<file path="config.mk">
export PLATFORM = sky130hd
export DESIGN_NAME = lfsr_seq_ctrl
export DESIGN_NICKNAME = d
export VERILOG_FILES = /design/src/rtl/lfsr_seq_ctrl.sv
export SDC_FILE = /design/constraint.sdc
export NUM_CORES = 1
export LEC_CHECK = 0
export ABC_AREA = 1
export CAP_MARGIN = 20
export CORE_ASPECT_RATIO = 1.75
export CORE_MARGIN = 2
export CORE_UTILIZATION = 35
export DETAILED_ROUTE_END_ITERATION = 10
export HOLD_SLACK_MARGIN = 0.12
export PLACE_DENSITY = 0.65
export SYNTH_ARGS = -nofsm -noshare
export SYNTH_HDL_FRONTEND = slang
export SYNTH_SLANG_ARGS = --single-unit
export TNS_END_PERCENT = 100
</file>
<file path="constraint.sdc">
create_clock -name clk -period 3.62 [get_ports clk]
set_input_delay 0.362 -clock clk [delete_from_list [all_inputs] [get_ports clk]]
set_output_delay 0.362 -clock clk [all_outputs]
set_load 0.02 [all_outputs]
</file>
<file path="src/rtl/lfsr_seq_ctrl.sv">
// Bounded PRBS sequencer: loads a seed, emits cfg_count LFSR bytes over valid/ready, pulses done.
// Build option LFSR_LOCKUP_GUARD_EN swaps an all-zero seed for DEFAULT_SEED and flags err_seed.
module lfsr_seq_ctrl #(
    parameter int unsigned CNT_W        = 8,
    parameter logic [7:0]  DEFAULT_SEED = 8'hBD
) (
    input  logic             clk,
    input  logic             rst,
    input  logic             cfg_we,
    input  logic [7:0]       cfg_seed,
    input  logic [CNT_W-1:0] cfg_count,
    input  logic             start,
    input  logic             abort,
    output logic             busy,
    output logic             done,
    output logic             out_valid,
    output logic [7:0]       out_data,
    output logic             out_last,
    input  logic             out_ready,
    output logic             err_cfg
`ifdef LFSR_LOCKUP_GUARD_EN
    ,
    output logic             err_seed
`endif
);

    localparam logic [1:0] IDLE = 2'd0;
    localparam logic [1:0] LOAD = 2'd1;
    localparam logic [1:0] RUN  = 2'd2;
    localparam logic [1:0] DONE = 2'd3;

    logic [1:0]       r_state;
    logic [7:0]       r_seed;
    logic [CNT_W-1:0] r_count;
    logic [7:0]       r_lfsr;
    logic [CNT_W-1:0] r_remaining;
    logic             r_err_cfg;

    logic [1:0]       w_state_nx;
    logic [7:0]       w_seed_nx;
    logic [CNT_W-1:0] w_count_nx;
    logic [7:0]       w_lfsr_nx;
    logic [CNT_W-1:0] w_remaining_nx;
    logic             w_err_cfg_nx;
    logic             w_handshake;
    logic             w_last;
    logic [7:0]       w_load_seed;

`ifdef LFSR_LOCKUP_GUARD_EN
    logic r_err_seed;
    logic w_err_seed_nx;

    assign w_load_seed = (r_seed == 8'h00) ? DEFAULT_SEED : r_seed;
    assign err_seed    = r_err_seed;
`else
    assign w_load_seed = r_seed;
`endif

    assign w_handshake = out_valid && out_ready;
    assign w_last      = (r_remaining == CNT_W'(1));

    assign busy      = (r_state != IDLE);
    assign done      = (r_state == DONE);
    assign out_valid = (r_state == RUN);
    assign out_last  = (r_state == RUN) && w_last;
    assign out_data  = r_lfsr;
    assign err_cfg   = r_err_cfg;

    always_comb begin
        w_state_nx     = r_state;
        w_seed_nx      = r_seed;
        w_count_nx     = r_count;
        w_lfsr_nx      = r_lfsr;
        w_remaining_nx = r_remaining;
        w_err_cfg_nx   = r_err_cfg || (cfg_we && (r_state != IDLE));
`ifdef LFSR_LOCKUP_GUARD_EN
        w_err_seed_nx  = r_err_seed;
`endif
        case (r_state)
            IDLE: begin
                if (cfg_we) begin
                    w_seed_nx  = cfg_seed;
                    w_count_nx = cfg_count;
                end
                if (start) begin
                    w_state_nx = LOAD;
                end
            end
            LOAD: begin
                w_lfsr_nx      = w_load_seed;
                w_remaining_nx = r_count;
`ifdef LFSR_LOCKUP_GUARD_EN
                if (r_seed == 8'h00) begin
                    w_err_seed_nx = 1'b1;
                end
`endif
                if (abort || (r_count == '0)) begin
                    w_state_nx = DONE;
                end else begin
                    w_state_nx = RUN;
                end
            end
            RUN: begin
                // abort takes priority: a same-cycle handshake neither steps nor counts
                if (abort) begin
                    w_state_nx = DONE;
                end else if (w_handshake) begin
                    w_lfsr_nx      = {r_lfsr[6:0], r_lfsr[1] ^ r_lfsr[2] ^ r_lfsr[3] ^ r_lfsr[7]};
                    w_remaining_nx = r_remaining - CNT_W'(1);
                    if (w_last) begin
                        w_state_nx = DONE;
                    end
                end
            end
            DONE: begin
                w_state_nx = IDLE;
            end
            default: begin
                w_state_nx = IDLE;
            end
        endcase
    end

    always_ff @(posedge clk or posedge rst) begin
        if (rst) begin
            r_state     <= IDLE;
            r_seed      <= DEFAULT_SEED;
            r_count     <= '0;
            r_lfsr      <= 8'h00;
            r_remaining <= '0;
            r_err_cfg   <= 1'b0;
        end else begin
            r_state     <= w_state_nx;
            r_seed      <= w_seed_nx;
            r_count     <= w_count_nx;
            r_lfsr      <= w_lfsr_nx;
            r_remaining <= w_remaining_nx;
            r_err_cfg   <= w_err_cfg_nx;
        end
    end

`ifdef LFSR_LOCKUP_GUARD_EN
    always_ff @(posedge clk or posedge rst) begin
        if (rst) begin
            r_err_seed <= 1'b0;
        end else begin
            r_err_seed <= w_err_seed_nx;
        end
    end
`endif

endmodule

</file>
# ---- Yosys cells after proc, flatten, opt, wreduce, memory -nomap -nowiden
# Index checks and enable logic that the tools add are counted.
dict set report word_totals {
  reg_bits 35
  out_inout_bits 13
}
dict set report classes {
  eq_ne 9
  addsub 1
  reduce_logical 12
  mux 12
  bitwise 3
}
# operator count
set op_table {}
lappend op_table {{8-bit 2-to-1 mux} 4}
lappend op_table {{8-bit one-hot mux with 2 select lines} 2}
lappend op_table {{8-bit by 1-bit equality test with 1-bit output (second input constant)} 1}
lappend op_table {{8-bit logical NOT} 1}
lappend op_table {{2-bit 2-to-1 mux} 4}
lappend op_table {{2-bit one-hot mux with 4 select lines} 1}
lappend op_table {{8-bit by 1-bit subtractor with 8-bit output (second input constant)} 1}
lappend op_table {{3-bit by 2-bit inequality test with 1-bit output (second input constant)} 2}
lappend op_table {{3-bit AND reduction} 2}
lappend op_table {{2-bit equality test (second input constant)} 2}
lappend op_table {{2-bit inequality test (second input constant)} 2}
lappend op_table {{2-bit nonzero test} 2}
lappend op_table {{1-bit logical AND} 3}
lappend op_table {{1-bit bitwise XOR} 3}
lappend op_table {{2-bit by 1-bit equality test with 1-bit output (second input constant)} 1}
lappend op_table {{2-bit logical NOT} 1}
lappend op_table {{1-bit logical OR} 2}
lappend op_table {{2-bit by 1-bit inequality test with 1-bit output (second input constant)} 1}
lappend op_table {{2-bit AND reduction} 1}
lappend op_table {{1-bit 2-to-1 mux} 1}

# ---- Longest topological paths before layout
dict set report depth {
  depth_word 6
  ltp_mapped 10
  mapped_depth_nobuf 10
}

# ---- Least setup slack after synthesis
# Ideal clock, no wire load.
dict set report synth_timing {
  path_kind {reg-to-output}
  start {reg r_state[0]}
  end {out out_last}
  arrival_time_ps 1924
  stages_incl_launch_ff 6
  required_time_ps 3258
  path_buffers 1
  slack_ps 1334
  cell_sequence {dfrtp_1 inv_1 ha_1 inv_2 clkbuf_1 nor4_1}
}
dict set report synth_via {
  elab_chain_len 2
}
# element line
set synth_rtl {}
lappend synth_rtl {{start, declared} 32} ;# logic [1:0] r_state;
lappend synth_rtl {{start signal, assigned} 133} ;# r_state <= w_state_nx;
lappend synth_rtl {{2-bit equality test} n/a}
lappend synth_rtl {{via out_valid} 16} ;# output logic out_valid,
lappend synth_rtl {{1-bit logical AND} 65} ;# assign out_last = (r_state == RUN) && w_last;
lappend synth_rtl {{end, declared} 18} ;# output logic out_last,
# The timed path passes the listed nets, and every way through them passes these cells.

# ---- Worst setup path after layout
dict set report layout_timing {
  start {reg r_state[0]}
  end {out out_last}
}
dict set report layout_via {
  elab_chain_len 2
}
# element line
set layout_rtl {}
lappend layout_rtl {{2-bit equality test} 65}
lappend layout_rtl {{1-bit logical AND} 65}
# Every way passes these cells.

==> impl_metrics.xml <==
<?xml version="1.0" encoding="UTF-8"?>
<metrics>
  <group name="sta">
    <metric name="worst_clock_skew" unit="ns">0.00453</metric>
    <metric name="totalNegativeSetupSlack" unit="ns">0</metric>
    <metric name="fmaxAchievable" unit="MHz">408</metric>
    <metric name="finalHoldWorstSlack" unit="ns">0.458</metric>
    <metric name="timing.max_slew.rel_slack" unit="">0.554</metric>
    <metric name="worstMarginPinSlew" unit="ns">0.667</metric>
    <metric name="rsz0062_at_grt" unit="">no</metric>
    <metric name="finalCritPeriodShare" unit="">0.678</metric>
    <metric name="report.final.hold_viol_count" unit="">0</metric>
    <metric name="slew_viol_final" unit="">0</metric>
    <metric name="report.final.setup_viol" unit="">0</metric>
    <metric name="final_period_minus_worst_setup_slack" unit="ns">2.45</metric>
  </group>
  <group name="layout">
    <metric name="synthToLayoutAreaGrowth" unit="%">26.2</metric>
    <metric name="final.fill_count" unit="">506</metric>
    <metric name="multi_input_area" unit="um2">805</metric>
    <metric name="drive_above_1_share" unit="">0.131</metric>
    <metric name="num-nets-final" unit="">272</metric>
    <metric name="final_area" unit="mm2">0.00227</metric>
    <metric name="ff_latch_area" unit="um2">883</metric>
    <metric name="antenna-diode-count" unit="">0</metric>
  </group>
  <group name="critical_path">
    <metric name="timing.setup.critical_path_class" unit="">flip-flop to output port</metric>
    <metric name="critical_path_arrival" unit="ns">2.09</metric>
    <metric name="cp.required" unit="ns">3.26</metric>
    <metric name="critPathLaunchType" unit="">flip-flop</metric>
    <metric name="crit_path_max_fanout" unit="">14</metric>
    <metric name="worst_setup_path_end_kind" unit="">output port</metric>
  </group>
  <group name="cts">
    <metric name="clock_tree_from_tritoncts" unit="">built</metric>
    <metric name="cts.repair_timing.setup_buffer_count" unit="">0</metric>
    <metric name="ctsResizeCount" unit="">0</metric>
    <metric name="cts.sink_count" unit="">35</metric>
    <metric name="clock_insertion_delay_worst_skew" unit="ns">0.28</metric>
    <metric name="cts-root-buf" unit="">sky130_fd_sc_hd__clkbuf_8</metric>
    <metric name="cts_made_buffers" unit="">5</metric>
    <metric name="path_clk_slew" unit="ns">0.06</metric>
    <metric name="clock_tree.htree_level_count" unit="">2</metric>
    <metric name="cts_buffer_depth" unit="">2</metric>
    <metric name="holdBufCountCts" unit="">0</metric>
  </group>
  <group name="drt">
    <metric name="num_vias" unit="">1422</metric>
    <metric name="drc" unit="">0</metric>
    <metric name="routed_via_density" unit="">4.76</metric>
    <metric name="post_route_ant_nets" unit="">0</metric>
    <metric name="drt_wl_total" unit="um">3660</metric>
    <metric name="dr.first_iter.drc_count" unit="">26</metric>
    <metric name="detailed_routing_iterations_pass_1" unit="">4</metric>
    <metric name="wl_per_cell" unit="um">12.2</metric>
  </group>
  <group name="logic_synthesis">
    <metric name="post-synth-top-area-cell" unit="">sky130_fd_sc_hd__dfrtp_1</metric>
    <metric name="synth.top_cell.area_share" unit="">0.404</metric>
    <metric name="edff_count_synth" unit="">0</metric>
    <metric name="netlist-cell-type-count" unit="">23</metric>
    <metric name="synth_mux_area_frac" unit="">0.0877</metric>
    <metric name="asyncSetResetFlopFracSynth" unit="">1.00</metric>
    <metric name="synth_area" unit="mm2">0.00180</metric>
    <metric name="synthXorXnorAreaFrac" unit="">0.0146</metric>
    <metric name="synth_compound_gate_area_share" unit="">0.0947</metric>
    <metric name="synth-seq-area-share" unit="">0.492</metric>
    <metric name="synth_adder_area_share" unit="">0.0418</metric>
    <metric name="post-synth-top-count-cell" unit="">sky130_fd_sc_hd__nand2_1</metric>
    <metric name="ys.warnings.count" unit="">0</metric>
    <metric name="synth_area_per_cell" unit="um2">8.68</metric>
    <metric name="postSynthCellCount" unit="">207</metric>
    <metric name="synth_simple_gate_area_frac" unit="">0.209</metric>
    <metric name="post_synthesis_register_bit_count" unit="">35</metric>
    <metric name="post_synth_most_frequent_cells" unit="">sky130_fd_sc_hd__nand2_1, sky130_fd_sc_hd__dfrtp_1, sky130_fd_sc_hd__nor2_1, sky130_fd_sc_hd__inv_1, sky130_fd_sc_hd__mux2_2</metric>
    <metric name="synth_ff_type" unit="">sky130_fd_sc_hd__dfrtp_1</metric>
    <metric name="syn_nets" unit="">235</metric>
    <metric name="yosys-top-cells-area" unit="">sky130_fd_sc_hd__dfrtp_1, sky130_fd_sc_hd__nand2_1, sky130_fd_sc_hd__dfstp_2</metric>
    <metric name="synth_top_family_by_area" unit="">simple AND/OR/NAND/NOR gates</metric>
  </group>
  <group name="die">
    <metric name="floorplan.initialDensity" unit="">0.361</metric>
    <metric name="die_w" unit="um">58.2</metric>
    <metric name="io-pin-count" unit="">35</metric>
    <metric name="floorplan.die.height" unit="um">98.8</metric>
    <metric name="placeableCoreArea" unit="mm2">0.00498</metric>
    <metric name="row_count" unit="">34</metric>
    <metric name="die_area" unit="mm2">0.00575</metric>
  </group>
  <group name="power">
    <metric name="leakagePower" unit="nW">1.02</metric>
    <metric name="design_power_total" unit="mW">2.04</metric>
    <metric name="power_per_cell_area" unit="mW/mm2">898</metric>
    <metric name="power.ir.vdd_worst" unit="V">0.000459</metric>
  </group>
  <group name="grt">
    <metric name="antenna_found_initial" unit="">0</metric>
    <metric name="tot_gr_track_use" unit="">0.142</metric>
    <metric name="grt_max_degree" unit="">36</metric>
    <metric name="number_of_global_route_vias_before_repair" unit="">1341</metric>
    <metric name="grt-ovfl-total" unit="">0</metric>
    <metric name="grt_first_pass_wirelength" unit="um">6300</metric>
  </group>
  <group name="place">
    <metric name="placedInstanceArea" unit="mm2">0.00219</metric>
    <metric name="count_of_buffers_from_port_buffering" unit="">34</metric>
    <metric name="detailedPlacementHpwl" unit="um">2730</metric>
    <metric name="gp_routability_congestion" unit="">0.849</metric>
  </group>
  <group name="run">
    <metric name="maxCapViolations" unit="">0</metric>
  </group>
  <group name="run_status">
    <metric name="status" unit="">complete, no violations</metric>
  </group>
  <group name="min_path">
    <metric name="min-delay-path-class" unit="">flip-flop to flip-flop</metric>
  </group>
</metrics>
layout by cell type, fill, tap and decap left out, drive strengths merged:
master,n
o22ai,1
nor2,27
nand2,58
o21ai,13
inv,20
buf,2
nand3,7
a22oi,1
a21o,1
nor4,1
dfrtp,29
clkinv,1
a21oi,5
ha,6
mux2,14
xnor2,3
o211ai,2
clkdlybuf4s50,34
clkbuf,7
a31oi,7
dfstp,6
cells by family (layout without fill, tap and decap cells):
| family | count (synthesis) | in the layout |
|---|---|---|
| AOI/OAI and AO/OA | 30 | 30 |
| xor gates and xnor gates | 3 | 3 |
| adders and majority gates | 6 | 6 |
| buffers and inverters | 26 | 64 |
| DFF | 35 | 35 |
| muxes | 14 | 14 |
| and+or+nand+nor | 93 | 93 |
per-layer routing:
metal / wire length, um / track usage / vias to the layer above
met2: 1840 / 0.225 / 18
met1: 1660 / 0.188 / 656
li1: - / - / 743
met3: 83 / 0.0236 / 5
met4: 74 / 0.0644 / 0
met5: 0 / 0 / -
sequential cells by signal, indices dropped and copies added, names as in the netlist:
signal and flops:
err_cfg 1, out_data 8, r_count 8, r_remaining 8, r_seed 8, r_state 2
area by class of cell:
class                      instances  area share
sequential                        35       0.390
multi-input combinational        146       0.355
timing repair buffer              36       0.157
clock buffer                       7      0.0337
inverter                          20      0.0331
tap                               54      0.0298
clock inverter                     1     0.00221
critical path: stages (launching register included):
cell and delay [ns]:
sky130_fd_sc_hd__dfrtp_1 0.42, sky130_fd_sc_hd__inv_1 0.11, sky130_fd_sc_hd__ha_1 0.19, sky130_fd_sc_hd__inv_2 0.13
sky130_fd_sc_hd__nor4_1 0.31, sky130_fd_sc_hd__clkdlybuf4s50_1 0.65
metrics by stage:
step / setup WS (ns) / cells / utilization
final: 1.17 / 299 / 0.456
after global routing: 1.06 / 299 / 0.456
after CTS: 1.15 / 299 / 0.456
after detailed placement: 1.46 / 291 / 0.439
after global placement: 1.46 / 291 / 0.439
after floorplan: 1.33 / 207 / -
worst paths after layout:
check                      depth (start not counted)              startpoint                    endpoint  slack (ns)
max                                                5  r_state[0]$_DFFE_PP0P_                    out_last        1.17
min                                                1       err_cfg$_DFF_PP0_           err_cfg$_DFF_PP0_        0.46
max reg2reg                                        9  r_state[0]$_DFFE_PP0P_  r_remaining[6]$_DFFE_PP0P_        1.87
min reg2reg                                        1       err_cfg$_DFF_PP0_           err_cfg$_DFF_PP0_        0.46
max in group asynchronous                          3                     rst       r_seed[7]$_DFFE_PP1P_        2.78
min in group asynchronous                          3                     rst      r_count[6]$_DFFE_PP0P_        0.48
where the power goes:
part | switching, mW | internal, mW
combinational | 0.559 | 0.441
sequential | 0.157 | 0.614
clock | 0.131 | 0.135
total | 0.846 | 1.19
Note: power is estimated with default switching activity, not from simulation.
